**config.mk**
```make
export PLATFORM = sky130hd
export DESIGN_NAME = stage4_scoreboard_hazard_unit
export DESIGN_NICKNAME = d
export VERILOG_FILES = /design/src/rtl/stage4_scoreboard_hazard_unit.sv
export SDC_FILE = /design/constraint.sdc
export NUM_CORES = 1
export LEC_CHECK = 0
export BUFFER_PORTS_ARGS = -buffer_cell sky130_fd_sc_hd__buf_2
export CAP_MARGIN = 20
export CORE_MARGIN = 2
export CORE_UTILIZATION = 58
export CTS_CLUSTER_DIAMETER = 60
export DETAILED_ROUTE_END_ITERATION = 7
export GPL_ROUTABILITY_DRIVEN = 1
export PLACE_DENSITY = 0.82
export SYNTH_ARGS = -nofsm -noshare
export SYNTH_HDL_FRONTEND = slang
export SYNTH_SLANG_ARGS = --single-unit
export TNS_END_PERCENT = 10
```
**constraint.sdc**
```tcl
create_clock -name CLK -period 6.8 [get_ports CLK]
set_input_delay 1.02 -clock CLK [delete_from_list [all_inputs] [get_ports CLK]]
set_output_delay 1.02 -clock CLK [all_outputs]
set_load 0.01 [all_outputs]
```
**src/rtl/stage4_scoreboard_hazard_unit.sv**
```systemverilog
// Per-register in-flight write scoreboard: stalls issue on RAW against any outstanding write and on
// WAW when a register already holds MAX_INFLIGHT pending writes. Optional SCOREBOARD_BYPASS_EN.
module stage4_scoreboard_hazard_unit #(
  parameter int unsigned NREGS        = 32,
  parameter int unsigned NSRC         = 2,
  parameter int unsigned NWB          = 2,
  parameter int unsigned MAX_INFLIGHT = 3,
  localparam int unsigned RW = $clog2(NREGS),
  localparam int unsigned CW = $clog2(MAX_INFLIGHT + 1),
  localparam int unsigned PW = $clog2(NREGS * MAX_INFLIGHT + 1),
  localparam int unsigned HW = $clog2(NWB + 1)
) (
  input  logic                CLK,
  input  logic                RST,
  input  logic                issue_valid,
  input  logic                issue_wen,
  input  logic [RW-1:0]       issue_rd,
  input  logic [NSRC-1:0]     src_used,
  input  logic [NSRC*RW-1:0]  src_rs,
  input  logic [NWB-1:0]      wb_valid,
  input  logic [NWB*RW-1:0]   wb_rd,
  input  logic                flush_all,
  output logic                stall,
  output logic                pending_any,
  output logic [PW-1:0]       pending_total,
  output logic                sb_error
);

  logic [CW-1:0] cnt_q   [NREGS];
  logic [CW-1:0] cnt_d   [NREGS];
  logic [HW-1:0] wb_hits [NREGS];
  logic          sb_error_q;
  logic          sb_error_d;
  logic          underflow;
  logic          raw_hit;
  logic          waw_hit;
  logic          accept;

  // Writebacks per register this cycle; several ports may retire the same register.
  always_comb begin : wb_decode
    for (int r = 0; r < NREGS; r++) begin
      wb_hits[r] = '0;
      for (int j = 0; j < NWB; j++) begin
        if (r != 0 && wb_valid[j] && wb_rd[j*RW +: RW] == RW'(r)) begin
          wb_hits[r] = wb_hits[r] + HW'(1);
        end
      end
    end
  end

  always_comb begin : hazard
    logic [RW-1:0] rs;
    rs      = '0;
    raw_hit = 1'b0;
    for (int i = 0; i < NSRC; i++) begin
      rs = src_rs[i*RW +: RW];
`ifdef SCOREBOARD_BYPASS_EN
      // Writes completing this cycle are forwarded by the datapath.
      if (src_used[i] && rs != '0 && int'(cnt_q[rs]) > int'(wb_hits[rs])) begin
        raw_hit = 1'b1;
      end
`else
      if (src_used[i] && rs != '0 && cnt_q[rs] != '0) begin
        raw_hit = 1'b1;
      end
`endif
    end
    // Same-cycle writebacks deliberately do not relieve the WAW limit.
    waw_hit = issue_wen && issue_rd != '0 && cnt_q[issue_rd] == CW'(MAX_INFLIGHT);
    stall   = issue_valid && (raw_hit || waw_hit);
    accept  = issue_valid && !stall;
  end

  always_comb begin : next_state
    int net;
    net       = 0;
    underflow = 1'b0;
    for (int r = 0; r < NREGS; r++) begin
      cnt_d[r] = '0;
      if (r != 0) begin
        net = int'(cnt_q[r]) - int'(wb_hits[r]);
        if (accept && issue_wen && issue_rd == RW'(r)) begin
          net = net + 1;
        end
        if (net < 0) begin
          underflow = 1'b1;
          net       = 0;
        end
        cnt_d[r] = CW'(net);
      end
    end
    sb_error_d = sb_error_q | underflow;
    if (flush_all) begin
      for (int r = 0; r < NREGS; r++) begin
        cnt_d[r] = '0;
      end
      sb_error_d = sb_error_q;
    end
  end

  always_ff @(posedge CLK or posedge RST) begin
    if (RST) begin
      for (int r = 0; r < NREGS; r++) begin
        cnt_q[r] <= '0;
      end
      sb_error_q <= 1'b0;
    end else begin
      for (int r = 0; r < NREGS; r++) begin
        cnt_q[r] <= cnt_d[r];
      end
      sb_error_q <= sb_error_d;
    end
  end

  always_comb begin : totals
    pending_total = '0;
    for (int r = 1; r < NREGS; r++) begin
      pending_total = pending_total + PW'(cnt_q[r]);
    end
    pending_any = pending_total != '0;
  end

  assign sb_error = sb_error_q;

endmodule

```
==> impl_metrics.tcl, run 1 <==
set metrics [dict create \
    status "complete, but fails checks" \
    violations "negative setup slack" \
    worstPathArrival_ns 6.18 \
    postLayoutCellArea_um2 9670 \
    ios 44 \
    cap_violations 0 \
    synth_edf_count 0 \
    fmax_mhz 139 \
    grt_pass1_vias 7828 \
    setup.worst_path.class "reg -> out" \
    clockBufferDepth 2 \
    htreeDepth 3 \
    grt_setup_unrepaired "yes" \
    die-area_um2 15900 \
    drt_iter0_drc 1426 \
    async_flop_share 1.00 \
    grt_max_degree 64 \
    vdd_ir_drop_max_mv 0.163 \
    routed_via_density 6.57 \
    antenna_found_initial 1 \
    critPathRequiredTime_ns 5.78 \
    ant_nets 0 \
    synth_nets 1167 \
    p_total_mw 1.42 \
    drive_above_1_share 0.140 \
    syn2layout_area_growth_pct 11.7 \
    endpoint_kind "output port" \
    num_vias 8080 \
    antenna_cells 0 \
    ys_seq_area_frac 0.182 \
    core_area_um2 14500 \
    top_layer "met4" \
    startpoint_type "flop" \
    wl_per_cell_um 23.2 \
    cts-buffers-inserted 9 \
    yosys.cell_types.count 71 \
    final_util 0.666 \
    post-route-worst-setup-slack_ns -0.404 \
    syn-cell-area_um2 8660 \
    powerDensity_nw_per_um2 147 \
    leakage_nw 4.23 \
    syn_avg_cell_area_um2 8.92 \
    period_share 1.06 \
    routed_wl_mm 28.5 \
    drv_slew 0 \
    syn_inst 971 \
    finalSetupViolations 1 \
    nets 1237 \
    track_usage 0.371 \
    synth-main-ff-cell "dfrtp_1" \
    hold_path.class "reg -> reg" \
    cts-root-buf "clkbuf_16" \
    fp.dieW_um 126 \
    wl_met2_mm 12.2 \
    tightest_slew_ns 1.02 \
    drc 0 \
    gp_congestion 1.03 \
    hold_violations 0 \
    clkTransAtPathRegs_ns 0.06 \
    hpwl_mm 22.9 \
    post-place-ws_ns -0.121 \
    fin_crit_ns 7.20 \
    drt_first_pass_iters 5 \
    place_area_um2 9360 \
    chipHeight_um 126 \
    met3_length_mm 3.85 \
    std_cell_rows 44 \
    finClkSkew_ns 0.00987 \
    cts_tree "built" \
    placement.io_buffers 43 \
    ys_seq_elements 63 \
    grt_overflow 0 \
    wl_met1_mm 11.0 \
    cts.sinks 63 \
    relSlewSlack 0.310 \
    start_util 0.596 \
    clk_latency_ns 0.35 \
    critPathMaxFanout 2 \
    grt_first_pass_wirelength_mm 44.8 \
    yosysWarnings 0 \
    holdBufCountCts 0 \
]
==> cell usage after synthesis (4+ instances only) <==
master,instances,area share
nand3b_1,6,0.0052
xor2_1,4,0.0040
nor3_1,54,0.031
buf_2,10,0.0058
o211ai_1,6,0.0052
buf_4,6,0.0052
and4b_1,4,0.0046
nor3b_1,50,0.043
a21oi_1,18,0.010
ha_1,74,0.11
nor2b_1,13,0.0094
nand2_1,38,0.016
nand4_1,6,0.0043
nor2_1,84,0.036
a22oi_1,5,0.0043
nand2b_1,17,0.012
clkbuf_1,25,0.011
o21ai_0,41,0.024
xnor2_1,35,0.035
inv_1,156,0.068
a211oi_1,5,0.0043
and2_1,4,0.0029
nor4bb_1,20,0.023
mux2i_1,7,0.0081
mux4_2,8,0.021
dfrtp_1,63,0.18
or2_2,4,0.0029
fa_1,88,0.20
a31oi_1,8,0.0058
o21bai_1,4,0.0035
nand3_1,12,0.0069
nor4b_1,13,0.013
nor4_1,15,0.011
==> metrics by stage <==
step,TNS [ns],hold WS [ns],cells
6_report,-0.404,0.639,1230
5_1_grt,-0.732,0.661,1230
4_1_cts,-0.405,0.625,1230
3_5_place_dp,-0.121,0.612,1214
3_3_place_gp,-0.0524,0.573,1214
2_1_floorplan,0,0.550,971
==> cells in the final DEF (no fill, tap or decap), drive strengths merged, types with 10 or more instances in the layout <==
master  count
nor2b      13
dfrtp      63
xnor2      35
nand2      38
ha         74
nand2b     17
nor4       15
o21ai      41
nor3b      50
inv       157
nor2       84
buf       103
nor3       54
a21oi      18
nand3      12
nor4b      15
nor4bb     20
fa         88
clkbuf     10
==> flip-flops by register name, indices dropped and copies added, names as in the netlist <==
name      flops
sb_error      1
cnt_q        62
==> repair_timing <==
| action | CTS | global route |
|---|---|---|
| buffers inserted | 0 | 0 |
| gates resized for setup | 3 | 1 |
| gates cloned | 0 | 0 |
| endpoints found under the setup margin | 1 | 2 |
| pin swaps | 9 | 2 |
==> worst paths after layout <==
check | cells after the start | startpoint | end | slack (ns)
max in group asynchronous | 3 | RST | cnt_q[32]$_DFF_PP0_ | 5.30
min reg2reg | 2 | sb_error$_DFFE_PP0N_ | sb_error$_DFFE_PP0N_ | 0.64
min | 2 | sb_error$_DFFE_PP0N_ | sb_error$_DFFE_PP0N_ | 0.64
max | 16 | cnt_q[29]$_DFF_PP0_ | pending_any | -0.40
max reg2reg | 11 | cnt_q[13]$_DFF_PP0_ | sb_error$_DFFE_PP0N_ | 2.40
min in group asynchronous | 3 | RST | cnt_q[41]$_DFF_PP0_ | 0.91
==> per-layer routing <==
layer | GRT usage | vias to the layer above
met5 | 0 | -
met3 | 0.113 | 127
met4 | 0.165 | 0
met1 | 0.500 | 3856
met2 | 0.555 | 611
li1 | - | 3486
==> report_power, final <==
group / total (mW) / internal, mW / switching (mW)
clock network: 0.487 / 0.296 / 0.191
registers: 0.398 / 0.385 / 0.0128
logic: 0.538 / 0.234 / 0.304
total: 1.42 / 0.915 / 0.509
==> cell type report <==
type	instances	area [um2]
multi-input combinational	708	6300
clock buffer	10	239
timing repair buffer	103	672
fill	1145	4860
inverter	156	586
tap	184	230
sequential	63	1580
clock inverter	6	68.8
==> worst max-delay path: stages, from the launching register on <==
cell	delay [ns]
dfrtp_1	0.41
fa_1	0.53
fa_1	0.55
inv_1	0.05
fa_1	0.49
inv_1	0.05
fa_1	0.46
fa_1	0.56
fa_1	0.42
fa_1	0.50
ha_2	0.19
inv_2	0.04
fa_1	0.47
inv_1	0.04
or4_1	0.51
or4_4	0.43
buf_6	0.13
==> kinds of logic after synthesis <==
logic type               count (synthesis)  share of synthesized area
AND/OR/NAND/NOR                        359                      0.243
multiplexers                            17                     0.0315
XOR/XNOR                                39                     0.0394
AO/OA/AOI/OAI                          131                      0.103
buffers and inverters                  200                     0.0908
flip-flops                              63                      0.182
adder cells (fa/ha/maj)                162                      0.310
Power figures use the tool's default switching activity.
==> inputs of run 2 (changes only) <==
- CORE_UTILIZATION: 58 -> 30
- HOLD_SLACK_MARGIN: default -> 0.1
- PLACE_DENSITY: 0.82 -> default
- PLACE_DENSITY_LB_ADDON: default -> 0.12
==> impl_metrics.tcl, run 2 (synthesis results as in run 1) <==
set metrics [dict create \
    drive_above_1_share 0.150 \
    startpoint_type "flop" \
    layout_common_cells "inv_1 (152), fa_1 (85), nor2_1 (84)" \
    largest_reg_flops 62 \
    cts-root-buf "clkbuf_16" \
    nets 1245 \
    max_stage_delay_ns 0.56 \
    htreeDepth 3 \
    routed_wl_mm 34.3 \
    finalNonFillerCells 1439 \
    grt_setup_unrepaired "yes" \
    powerDensity_nw_per_um2 145 \
    critPathRequiredTime_ns 5.78 \
    fp.dieW_um 174 \
    num_vias 7568 \
    path_cells "fa_1, fa_2, fa_1, inv_2, fa_1, inv_1, fa_1, fa_1, fa_1, ha_2, inv_2, fa_1, inv_1, or4_1, or4_4, buf_6" \
    hold_path.class "reg -> reg" \
    cts_tree "built" \
    grt_first_pass_wirelength_mm 51.3 \
    drt_first_pass_iters 5 \
    finClkSkew_ns 0.0111 \
    power.internal_uw 916 \
    postLayoutCellArea_um2 10000 \
    tightest_slew_ns 1.05 \
    grt_pass1_vias 7495 \
    finalSetupViolations 1 \
    combPwrFrac 0.377 \
    setup.worst_path.class "reg -> out" \
    syn2layout_area_growth_pct 15.4 \
    routed_via_density 5.26 \
    critPathMaxFanout 2 \
    antenna_found_initial 1 \
    leakage_nw 4.26 \
    cts-buffers-inserted 9 \
    reg2reg_depth 11 \
    switching_power_uw 532 \
    worstPathArrival_ns 6.20 \
    post-route-worst-setup-slack_ns -0.422 \
    r2r_setup_slack_ns 2.40 \
    cts.sinks 63 \
    grt_overflow 0 \
    drt_iter0_drc 584 \
    grt_max_degree 64 \
    gp_congestion 0.913 \
    ios 44 \
    fin_crit_ns 7.22 \
    dp_cells 1422 \
    pwr-share-clk 0.348 \
    fmax_mhz 138 \
    place_area_um2 9670 \
    largest_register "cnt_q" \
    drc 0 \
    core_area_um2 28500 \
    drv_slew 0 \
    hpwl_mm 28.3 \
    final_common_cell "inv_1" \
    die-area_um2 30200 \
    num-fill-cells 3058 \
    start_util 0.303 \
    period_share 1.06 \
    chipHeight_um 174 \
    cp_slowest_cell "fa_1" \
    status "complete, but fails checks" \
    std_cell_rows 62 \
    relSlewSlack 0.288 \
    clockBufferDepth 2 \
    path_common_cell "fa_1" \
    clkTransAtPathRegs_ns 0.06 \
    final_util 0.350 \
    vdd_ir_drop_max_mv 0.0946 \
    swShare 0.368 \
    multi_input_area_um2 6310 \
    min_path_cells 2 \
    cap_violations 0 \
    seq_area_um2 1580 \
    track_usage 0.233 \
    pwr-share-seq 0.274 \
    holdBufCountCts 0 \
    wl_per_cell_um 23.8 \
    placement.io_buffers 43 \
    ant_nets 0 \
    violations "negative setup slack" \
    endpoint_kind "output port" \
    hold_violations 0 \
    clk_latency_ns 0.35 \
]
[run 2: changes by cell type in the layout (fill, tap and decap cells not counted)]
cell,before,now
clkinv_2,1,0
inv_6,1,0
clkinvlp_4,1,3
buf_4,60,68
inv_2,3,4
fa_2,0,3
inv_1,153,152
fa_1,88,85
diode_2,0,1
[run 2: per-stage QoR]
stage / hold WS (ns) / setup WS, ns / setup TNS (ns) / power [mW]
global placement: 0.548 / -0.113 / -0.113 / 0.942
finish: 0.575 / -0.422 / -0.422 / 1.45
floorplan: 0.550 / 0.0270 / 0 / 0.756
detailed placement: 0.568 / -0.166 / -0.166 / 0.942
CTS: 0.580 / -0.479 / -0.479 / 1.46
global route: 0.604 / -0.582 / -0.681 / 1.54
[run 2: layout make-up]
| type | instances | share of cell area |
|---|---|---|
| Inverter | 156 | 0.0586 |
| Antenna cell | 1 | 0.000250 |
| Clock buffer | 10 | 0.0239 |
| Tap cell | 384 | 0.0481 |
| Multi-Input combinational cell | 708 | 0.631 |
| Timing Repair Buffer | 111 | 0.0732 |
| Sequential cell | 63 | 0.158 |
| Clock inverter | 6 | 0.00701 |
[run 2: power groups by stage]
stage	Sequential, mW	Clock, mW	Combinational [mW]
detailed placement	0.404	0	0.539
floorplan	0.404	0	0.351
CTS	0.397	0.512	0.555
finish	0.397	0.504	0.546
global route	0.398	0.525	0.613
global placement	0.403	0	0.539
[run 2: timing repair]
item	CTS	global route
setup endpoints to repair	1	3
pin swaps	9	6
gates resized for setup	7	1
buffers inserted	0	0
cloned	0	0
[run 2: worst max-delay path: cells and delay by family (launching register included)]
| kind | cells | cell delay (ns) |
|---|---|---|
| and+or+nand+nor | 2 | 0.94 |
| adders and majority gates | 9 | 4.20 |
| buffers and inverters | 5 | 0.30 |
| DFF | 1 | 0.40 |
[run 2: final timing paths]
path,startpoint,to
min in group asynchronous,RST,cnt_q[12]$_DFF_PP0_
hold / removal,sb_error$_DFFE_PP0N_,sb_error$_DFFE_PP0N_
setup / recovery,cnt_q[39]$_DFF_PP0_,pending_any
max in group asynchronous,RST,cnt_q[42]$_DFF_PP0_
setup reg to reg,cnt_q[13]$_DFF_PP0_,sb_error$_DFFE_PP0N_
hold reg to reg,sb_error$_DFFE_PP0N_,sb_error$_DFFE_PP0N_
[run 2: routing by layer]
layer | vias up | track usage | routed length, um
met5 | - | 0 | 0
met4 | 0 | 0.0518 | 584
met3 | 25 | 0.0384 | 1980
met2 | 228 | 0.364 | 15400
met1 | 3819 | 0.338 | 16400
li1 | 3496 | - | -
